===== src/rtl/rgb_pwm_gen.sv =====
// Three-channel PWM generator for the RGB LED driver. Duty writes land in a
// shadow register and reach the active duties only at a PWM period boundary.
module rgb_pwm_gen #(
    parameter int PWM_BITS = 8,
    parameter int PRESCALE = 1
) (
    input  logic                i_clk,
    input  logic                i_rst,
    input  logic                i_wr_valid,
    output logic                o_wr_ready,
    input  logic [PWM_BITS-1:0] i_wr_r,
    input  logic [PWM_BITS-1:0] i_wr_g,
    input  logic [PWM_BITS-1:0] i_wr_b,
    input  logic                i_fade_en,
    output logic                o_r,
    output logic                o_g,
    output logic                o_b,
    output logic                o_period_start
);

    localparam int PS_W = (PRESCALE > 1) ? $clog2(PRESCALE) : 1;
    localparam logic [PS_W-1:0]     PS_LAST  = PS_W'(PRESCALE - 1);
    localparam logic [PWM_BITS-1:0] CNT_LAST = '1;

    logic [PS_W-1:0]     prescaler;
    logic [PWM_BITS-1:0] counter;
    logic                tick;
    logic                wrap;

    logic [PWM_BITS-1:0] active_r, active_g, active_b;
    logic [PWM_BITS-1:0] shadow_r, shadow_g, shadow_b;
    logic [PWM_BITS-1:0] step_r, step_g, step_b;
    logic                pending;
    logic                fade_done;

    // Move one LSB toward the target; equal values stay put, so the step can
    // never overshoot the target or run past either end of the range.
    function automatic logic [PWM_BITS-1:0] fade_step(
        input logic [PWM_BITS-1:0] cur,
        input logic [PWM_BITS-1:0] tgt
    );
        if (cur < tgt) begin
            return cur + PWM_BITS'(1);
        end else if (cur > tgt) begin
            return cur - PWM_BITS'(1);
        end else begin
            return cur;
        end
    endfunction

    assign tick = (prescaler == PS_LAST);
    assign wrap = tick && (counter == CNT_LAST);

    always_ff @(posedge i_clk) begin
        if (i_rst) begin
            prescaler <= '0;
            counter   <= '0;
        end else begin
            prescaler <= tick ? '0 : prescaler + PS_W'(1);
            if (tick) begin
                counter <= counter + PWM_BITS'(1);
            end
        end
    end

    always_comb begin
        step_r    = fade_step(active_r, shadow_r);
        step_g    = fade_step(active_g, shadow_g);
        step_b    = fade_step(active_b, shadow_b);
        fade_done = (step_r == shadow_r) && (step_g == shadow_g) && (step_b == shadow_b);
    end

    // Handshake: a write transfers on any clock edge where i_wr_valid and
    // o_wr_ready are both high; the master holds valid and data until then.
    // Ready is the inverse of the pending flop, so it never depends on valid.
    assign o_wr_ready = !pending;

    always_ff @(posedge i_clk) begin
        if (i_rst) begin
            pending  <= 1'b0;
            shadow_r <= '0;
            shadow_g <= '0;
            shadow_b <= '0;
            active_r <= '0;
            active_g <= '0;
            active_b <= '0;
        end else if (i_wr_valid && !pending) begin
            shadow_r <= i_wr_r;
            shadow_g <= i_wr_g;
            shadow_b <= i_wr_b;
            pending  <= 1'b1;
        end else if (wrap && pending) begin
            if (i_fade_en) begin
                active_r <= step_r;
                active_g <= step_g;
                active_b <= step_b;
                pending  <= !fade_done;
            end else begin
                active_r <= shadow_r;
                active_g <= shadow_g;
                active_b <= shadow_b;
                pending  <= 1'b0;
            end
        end
    end

    // Registered pins: one cycle from counter to LED enable, glitch-free.
    always_ff @(posedge i_clk) begin
        if (i_rst) begin
            o_r            <= 1'b0;
            o_g            <= 1'b0;
            o_b            <= 1'b0;
            o_period_start <= 1'b0;
        end else begin
            o_r            <= (counter < active_r);
            o_g            <= (counter < active_g);
            o_b            <= (counter < active_b);
            o_period_start <= wrap;
        end
    end

endmodule


===== config.mk =====
export PLATFORM = sky130hd
export DESIGN_NAME = rgb_pwm_gen
export DESIGN_NICKNAME = d
export VERILOG_FILES = /design/src/rtl/rgb_pwm_gen.sv
export SDC_FILE = /design/constraint.sdc
export NUM_CORES = 1
export LEC_CHECK = 0
export ABC_AREA = 1
export BUFFER_PORTS_ARGS = -buffer_cell sky130_fd_sc_hd__buf_2
export CAP_MARGIN = 20
export CORE_ASPECT_RATIO = 1.1
export CORE_UTILIZATION = 50
export DETAILED_ROUTE_END_ITERATION = 7
export PLACE_DENSITY = 0.68
export RECOVER_POWER = 25
export SKIP_LAST_GASP = 1
export SYNTH_ARGS = -nofsm -noshare
export SYNTH_HDL_FRONTEND = slang
export SYNTH_SLANG_ARGS = --single-unit

===== constraint.sdc =====
create_clock -name i_clk -period 6.7 [get_ports i_clk]
set_clock_uncertainty 0.2 [all_clocks]
set_input_delay 0.67 -clock i_clk [delete_from_list [all_inputs] [get_ports i_clk]]
set_output_delay 0.67 -clock i_clk [all_outputs]
set_load 0.02 [all_outputs]

# Yosys cells after proc, flatten, opt, wreduce, memory -nomap -nowiden
# Cells that the tools add are included.
[word_totals] elab_cells=58 register_bits=62 inputBits=28 output_inout_bits=5
[classes] add_sub_neg=8 mux=12 n_eq_ne=4 reduce_logical=10 n_lt_le_gt_ge=9 bitwise=2
[ops] operator="two-way mux 8 bit" count=9
[ops] operator="less-than comparator 8 bit" count=6
[ops] operator="adder 8 x 1 -> 8 bit, second input constant" count=4
[ops] operator="== test 8 bit" count=3
[ops] operator="> comparator 8 bit" count=3
[ops] operator="subtractor 8 x 1 -> 8 bit, second input constant" count=3
[ops] operator="== test 8 bit, second input constant" count=1
[ops] operator="logical AND 1 bit" count=5
[ops] operator="two-way mux 1 bit" count=3
[ops] operator="logical NOT 1 bit" count=2
[ops] operator="NOT 1 bit" count=2
[ops] operator="AND reduction 2 bit" count=1
[ops] operator="nonzero test 2 bit" count=1
[ops] operator="OR reduction 2 bit" count=1
[ops] operator="adder 1 bit, second input constant" count=1

# Logic depth before layout (Yosys ltp)
# Gate-level depths: netlist of the first run.
[logic_depth] depth_word=10 ltp_mapped=22 mapped_depth_nobuf=22

# Worst setup path after synthesis of the first run
# OpenSTA, ideal clock, no wires.
[synth_timing] kind="register to register" start="register shadow_r[7]" end="register pending" path_buffers=0 t_required_ps=6381 path_slack_ps=4478 arrival_time_ps=1903 setup_ps=119 period_less_slack_ps=2222 path_stages_with_launch=18 cell_sequence="dfxtp_1 > inv_1 > ha_1 > a21o_1 > nor2_8 > nand2_8 > nand2_2 > nand3_1 > nand2_1 > nand2_1 > nand2_1 > nand2_1 > nor2_1 > nand2_1 > nor2_1 > nand2_1 > nand2_1 > a21oi_1"
[synth_via] elab_chain_cells=10 elab_cells_between_ends=11 cone_classes="order compare (2); eq/ne (1); mux (5); reduce/logical (3)"
[synth_lines] element="start: declaration" line_no="31" source="logic [PWM_BITS-1:0] shadow_r, shadow_g, shadow_b;"
[synth_lines] element="start signal: assignment" line_no="88" source="shadow_r <= i_wr_r;"
[synth_lines] element="> comparator 8 bit" line_no="44" source="end else if (cur > tgt) begin"
[synth_lines] element="two-way mux 8 bit" line_no="44"
[synth_lines] element="two-way mux 8 bit" line_no="42" source="if (cur < tgt) begin"
[synth_lines] element="== test 8 bit (*)" line_no="70" source="fade_done = (step_r == shadow_r) && (step_g == shadow_g) && (step_b == shadow_b);"
[synth_lines] element="logical AND 1 bit (*) (2 in series)" line_no="70"
[synth_lines] element="logical NOT 1 bit (*)" line_no="97" source="pending <= !fade_done;"
[synth_lines] element="two-way mux 1 bit (*)" line_no="93" source="if (i_fade_en) begin"
[synth_lines] element="two-way mux 1 bit (*)" line_no="92" source="end else if (wrap && pending) begin"
[synth_lines] element="two-way mux 1 bit (*)" line_no="87" source="end else if (i_wr_valid && !pending) begin"
[synth_lines] element="end signal: assignment" line_no="97"
[synth_lines] element="end: declaration" line_no="33" source="logic pending;"
# Mark *: on every way between the ends. The rest lies on a longest branch, timed or not. The select of a mux whose other input is x is not followed.
# A chain may end at the register's enable or synchronous reset.

==> impl_metrics.ini, run 1 <==
[floorplan]
die_w_um = 96.9
pin_count = 33
rows = 37
core_mm2 = 0.00949
start_util_pct = 52.2
die_area_mm2 = 0.0103
die_h_um = 106

[worst_setup_path]
timing.rr.start = active_g[5]
ff2ff_path_depth = 16
endpoint = shadow_r[0]
critPathKind = in2reg
arrival_ns = 3.35
startpoint = i_rst
worstPathMaxFanout = 33
worst_setup_path_end_kind = register
reg2reg_slack_ns = 3.93
r2r-end = pending
required_ns = 6.73
startpoint_type = input pin

[timing]
setup_slack_ns = 3.38
setup_viol = 0
min_period_ns = 3.32
slew_headroom_pct = -23.9
min_period_over_period_pct = 49.6
timing.fmax_mhz = 301
slew_violations = 34
fin_setup_tns_ns = 0
tightest_slew_ns = 1.86
timing.hold.ws_ns = 0.328
rsz0062_at_grt = false
hold_viol = 0

[grt]
grt_start_max_net_pins = 48
grt_pass1_wl_mm = 22.1
grt_util_met3_pct = 4.80
busiest_layer = met2
use_met1_pct = 32.3
track_usage_pct = 26.7
antenna_found_initial = 0
grt_pass1_vias = 4770
grtUsageMet2_pct = 46.4
overflow = 0

[job]
maxCapViolCount = 1

[routing]
avgViaCountPerCell = 5.69
detail_route.first_pass.iterations = 5
drt_iter0_drc = 264
routed_wl_mm = 13.2
ant_nets = 0
vias = 5019
wire_per_inst_um = 15.0
drcViolationCount = 0

[final_layout]
num_antenna_cells = 0
finish.instance_area_mm2 = 0.00534
finalNetCount = 840
syn2layout_area_growth_pct = 7.94
layout-drive-gt1-share_pct = 10.5

[synth]
synth-adder-area-share_pct = 13.1
syn_avg_cell_area_um2 = 6.69
synth-seq-cells = 62
synth_area_mm2 = 0.00495
ys.flop_type = dfxtp_1
synth_edf_count = 0
synthXorXnorAreaFrac_pct = 0.177
synth_compound_area_share_pct = 17.5
synth_top_family_by_area = simple AND/OR/NAND/NOR gates
netlist-cell-type-count = 39
syn_nets = 820
synth-simple-area-share_pct = 34.6
ys.warnings.count = 0
synth_cells = 740
synthArstFlopShare_pct = 0
synth.mux.area_fraction_pct = 0
seq_area_frac_synth_pct = 25.1

[clock_network]
cts_buffer_depth = 2
clock_sinks = 62
clk_latency_ns = 0.36
cts-root-buf = clkbuf_8
cts-htree-levels = 3
clkSlewWorstSetupHoldPaths_ns = 0.07
cts-buffers-inserted = 9
cts_hold_buf = 0
post_cts_resized = 0
cts_setup_buffers = 0
cts_tree = done

[placement]
placed_area_mm2 = 0.00513
pre_cts_ws_ns = 3.99
hpwl_mm = 9.54
gp_congestion = 0.884
numPortBuffers = 32

[status]
violations = capacitance limit, slew limit
status = finished with violations

[power]
power_density_mw_per_mm2 = 187
leakage_uw = 0.00257
irDropWorstVdd_v = 0.0000951

[hold_path]
hold_class = reg2reg
min-delay-start = shadow_r[7]
stage by stage:
stage	total power, µW	cells	util [%]
after floorplan	570	740	-
after global routing	1050	882	56.3
final	997	882	56.3
after CTS	1000	882	56.4
after global placement	618	866	54.0
after detailed placement	623	866	54.0
area by class of cell:
| type | count | area, µm² |
|---|---|---|
| clock buffers | 10 | 138 |
| clock inverters | 6 | 85.1 |
| fillers | 917 | 4150 |
| inverters | 88 | 330 |
| multi-input cells | 566 | 3240 |
| flip-flops and latches | 62 | 1240 |
| well taps | 117 | 146 |
| repair buffers | 33 | 160 |
cell usage after synthesis, types with 5 or more instances:
library cell	count	area, µm²
nand3_1	108	541
a21oi_1	64	320
nor3_1	9	45.0
o21ai_0	30	150
nand2_2	12	75.1
a221oi_2	5	75.1
a221oi_1	18	158
nand2_1	180	676
nand4_1	7	43.8
ha_1	52	651
inv_1	84	315
nor2_1	39	146
clkbuf_1	16	60.1
a21o_1	5	37.5
dfxtp_1	62	1240
placed cells by master (no fill, tap or decap), drive strengths merged, types with 3 or more instances in the layout:
master / instances
ha: 52
inv: 88
a21oi: 64
o211ai: 3
a211oi: 4
dfxtp: 62
nand4: 7
o21ai: 32
nand3b: 3
nand2: 195
a21o: 5
nand3: 110
o21bai: 4
o21a: 4
a221oi: 23
clkbuf: 16
nor2: 47
nor3: 9
buf: 27
power by group:
part / total [µW] / internal, µW / switching [µW]
Combinational: 221 / 72.2 / 148
Sequential: 396 / 383 / 13.3
Clock: 380 / 218 / 162
per-layer routing:
layer,vias up,wire length (µm)
li1,2552,-
met1,2308,5770
met2,137,6490
met3,22,694
met4,0,291
met5,-,0
kinds of logic after synthesis:
family / Yosys count
other: 1
XOR/XNOR: 1
adder cells (fa/ha/maj): 52
flip-flops: 62
buffers and inverters: 112
AO/OA/AOI/OAI: 139
AND/OR/NAND/NOR: 373
worst max-delay path: stages:
cell	delay (ns)
clkbuf_1	1.31
inv_1	1.01
o21ai_0	0.29
a21oi_1	0.06
worst min path at each step:
stage                   to  slack [ns]  cells after the start
2_1_floorplan  shadow_r[0]        0.27                      2
3_3_place_gp   shadow_b[4]        0.31                      2
3_5_place_dp   shadow_r[0]        0.32                      2
4_1_cts        shadow_r[0]        0.33                      2
5_1_grt        shadow_g[3]        0.36                      2
6_report       shadow_r[7]        0.33                      2
state kept, by name, summed over array words and instances (netlist names):
signal and cells:
shadow_g 8, o_b 1, o_period_start 1, shadow_r 8, o_r 1, active_r 8
pending 1, prescaler 1, shadow_b 8, active_g 8, o_g 1, counter 8
active_b 8
No activity file was read; power rests on OpenSTA's default activity.
==> run 2, diff against run 1 <==
==> constraint.sdc (replaced) <==
create_clock -name i_clk -period 3.4 [get_ports i_clk]
set_clock_uncertainty 0.2 [all_clocks]
set_input_delay 0.34 -clock i_clk [delete_from_list [all_inputs] [get_ports i_clk]]
set_output_delay 0.34 -clock i_clk [all_outputs]
set_load 0.02 [all_outputs]
==> impl_metrics.ini, run 2 (synthesized netlist as in run 1, its figures left out) <==
[worst_setup_path]
required_ns = 3.44
reg2reg_slack_ns = 0.58
worst_setup_path_end_kind = register
timing.rr.start = active_g[5]
r2r-end = pending
critPathKind = reg2reg
worstPathMaxFanout = 10
arrival_ns = 2.86
startpoint_type = register
ff2ff_path_depth = 16

[clock_network]
clkSlewWorstSetupHoldPaths_ns = 0.08
cts-htree-levels = 3
clk_latency_ns = 0.35
cts_buffer_depth = 2
post_cts_resized = 0
cts_tree = done
cts_hold_buf = 0
clock_sinks = 62
cts-root-buf = clkbuf_8
cts_setup_buffers = 0
cts-buffers-inserted = 9

[routing]
detail_route.first_pass.iterations = 6
drt_iter0_drc = 377
ant_nets = 0
wire_per_inst_um = 15.4
routed_wl_mm = 13.6
vias = 5087
avgViaCountPerCell = 5.75
drcViolationCount = 0

[power]
leakage_uw = 0.00256
power_density_mw_per_mm2 = 345
irDropWorstVdd_v = 0.000171

[timing]
hold_viol = 0
min_period_over_period_pct = 83.0
fin_setup_tns_ns = 0
timing.fmax_mhz = 354
setup_viol = 0
timing.hold.ws_ns = 0.0589
slew_violations = 0
rsz0062_at_grt = false
tightest_slew_ns = 1.03
min_period_ns = 2.82
setup_slack_ns = 0.579
slew_headroom_pct = 31.2

[hold_path]
hold_depth = 3
worstHoldEndpoint = shadow_r[2]
hold_class = in2reg
min-delay-start = i_wr_r[2]

[floorplan]
pin_count = 33
rows = 37
die_h_um = 106
core_mm2 = 0.00949
die_w_um = 96.9
die_area_mm2 = 0.0103
start_util_pct = 52.2

[placement]
hpwl_mm = 9.79
numPortBuffers = 32
pre_cts_ws_ns = 0.671
gp_congestion = 0.911
placed_area_mm2 = 0.00515

[grt]
grt_pass1_wl_mm = 22.6
grt_start_max_net_pins = 48
overflow = 0
track_usage_pct = 27.3
antenna_found_initial = 0
grt_pass1_vias = 4707

[final_layout]
fin_util_pct = 56.0
finish.instance_area_mm2 = 0.00531
num_antenna_cells = 0
finalNetCount = 843
layout-drive-gt1-share_pct = 10.4
final_common_cell = nand2_1
syn2layout_area_growth_pct = 7.33
final_cell_mix = nand2_1 (181), nand3_1 (108), inv_1 (85), a21oi_1 (64), dfxtp_1 (62)
fill_cells = 925

[status]
status = finished, final reports clean

[job]
maxCapViolCount = 0
## run 2: cell types whose count changed in the layout (fill, tap and decap cells not counted), sizes merged
cell / delta
clkinvlp: +1
clkinv: +1
bufinv: -2
buf: +3
## run 2: worst max-delay path by stage
stage                           start  endpoint  slack [ns]  cells after the start
after global routing      active_g[5]   pending        0.34                     16
after CTS                 active_g[5]   pending        0.65                     16
final                     active_g[5]   pending        0.58                     16
after global placement    active_g[5]   pending        0.71                     16
after floorplan           shadow_r[7]   pending        1.18                     17
after detailed placement  active_g[5]   pending        0.67                     16
## run 2: through the flow
stage / std cells / total power (µW)
after floorplan: 740 / 1120
after global placement: 869 / 1220
after detailed placement: 869 / 1230
after CTS: 885 / 1850
after global routing: 885 / 1930
final: 885 / 1830
## run 2: area by class of cell
class	instances	area, µm²	share of cell area (%)
Clock inverter	6	37.5	0.707
Clock buffer	10	138	2.59
Multi-Input combinational cell	566	3240	60.9
Tap cell	117	146	2.76
Inverter	88	330	6.22
Sequential cell	62	1240	23.4
Timing Repair Buffer	36	183	3.44
## run 2: worst max-delay path, stage by stage (launching register included)
cell and delay [ns]:
dfxtp_1 0.49, ha_1 0.30, a21oi_1 0.17, o21a_1 0.38, nand2_4 0.16, nand2_1 0.08, nand2_1 0.04, nand2_1 0.13
nor2_1 0.10, nor2_1 0.10, nand2_1 0.09, nor2_1 0.12, nand2_1 0.06, nor2_1 0.10, nand2_1 0.06, nand2_1 0.06
a21oi_1 0.06
## run 2: layer usage
| layer | GRT usage (%) | up-vias | part of all wire, % |
|---|---|---|---|
| met1 | 34.5 | 2348 | 44 |
| met3 | 4.67 | 22 | 5.6 |
| met4 | 9.59 | 0 | 1.8 |
| met2 | 46.7 | 159 | 48 |
| li1 | - | 2558 | - |
| met5 | 0 | - | 0 |
## run 2: power breakdown
part           internal [µW]  total, µW  switching (µW)
combinational            145        442             296
clock                    280        608             328
sequential               755        781            25.8
total                   1180       1830             650
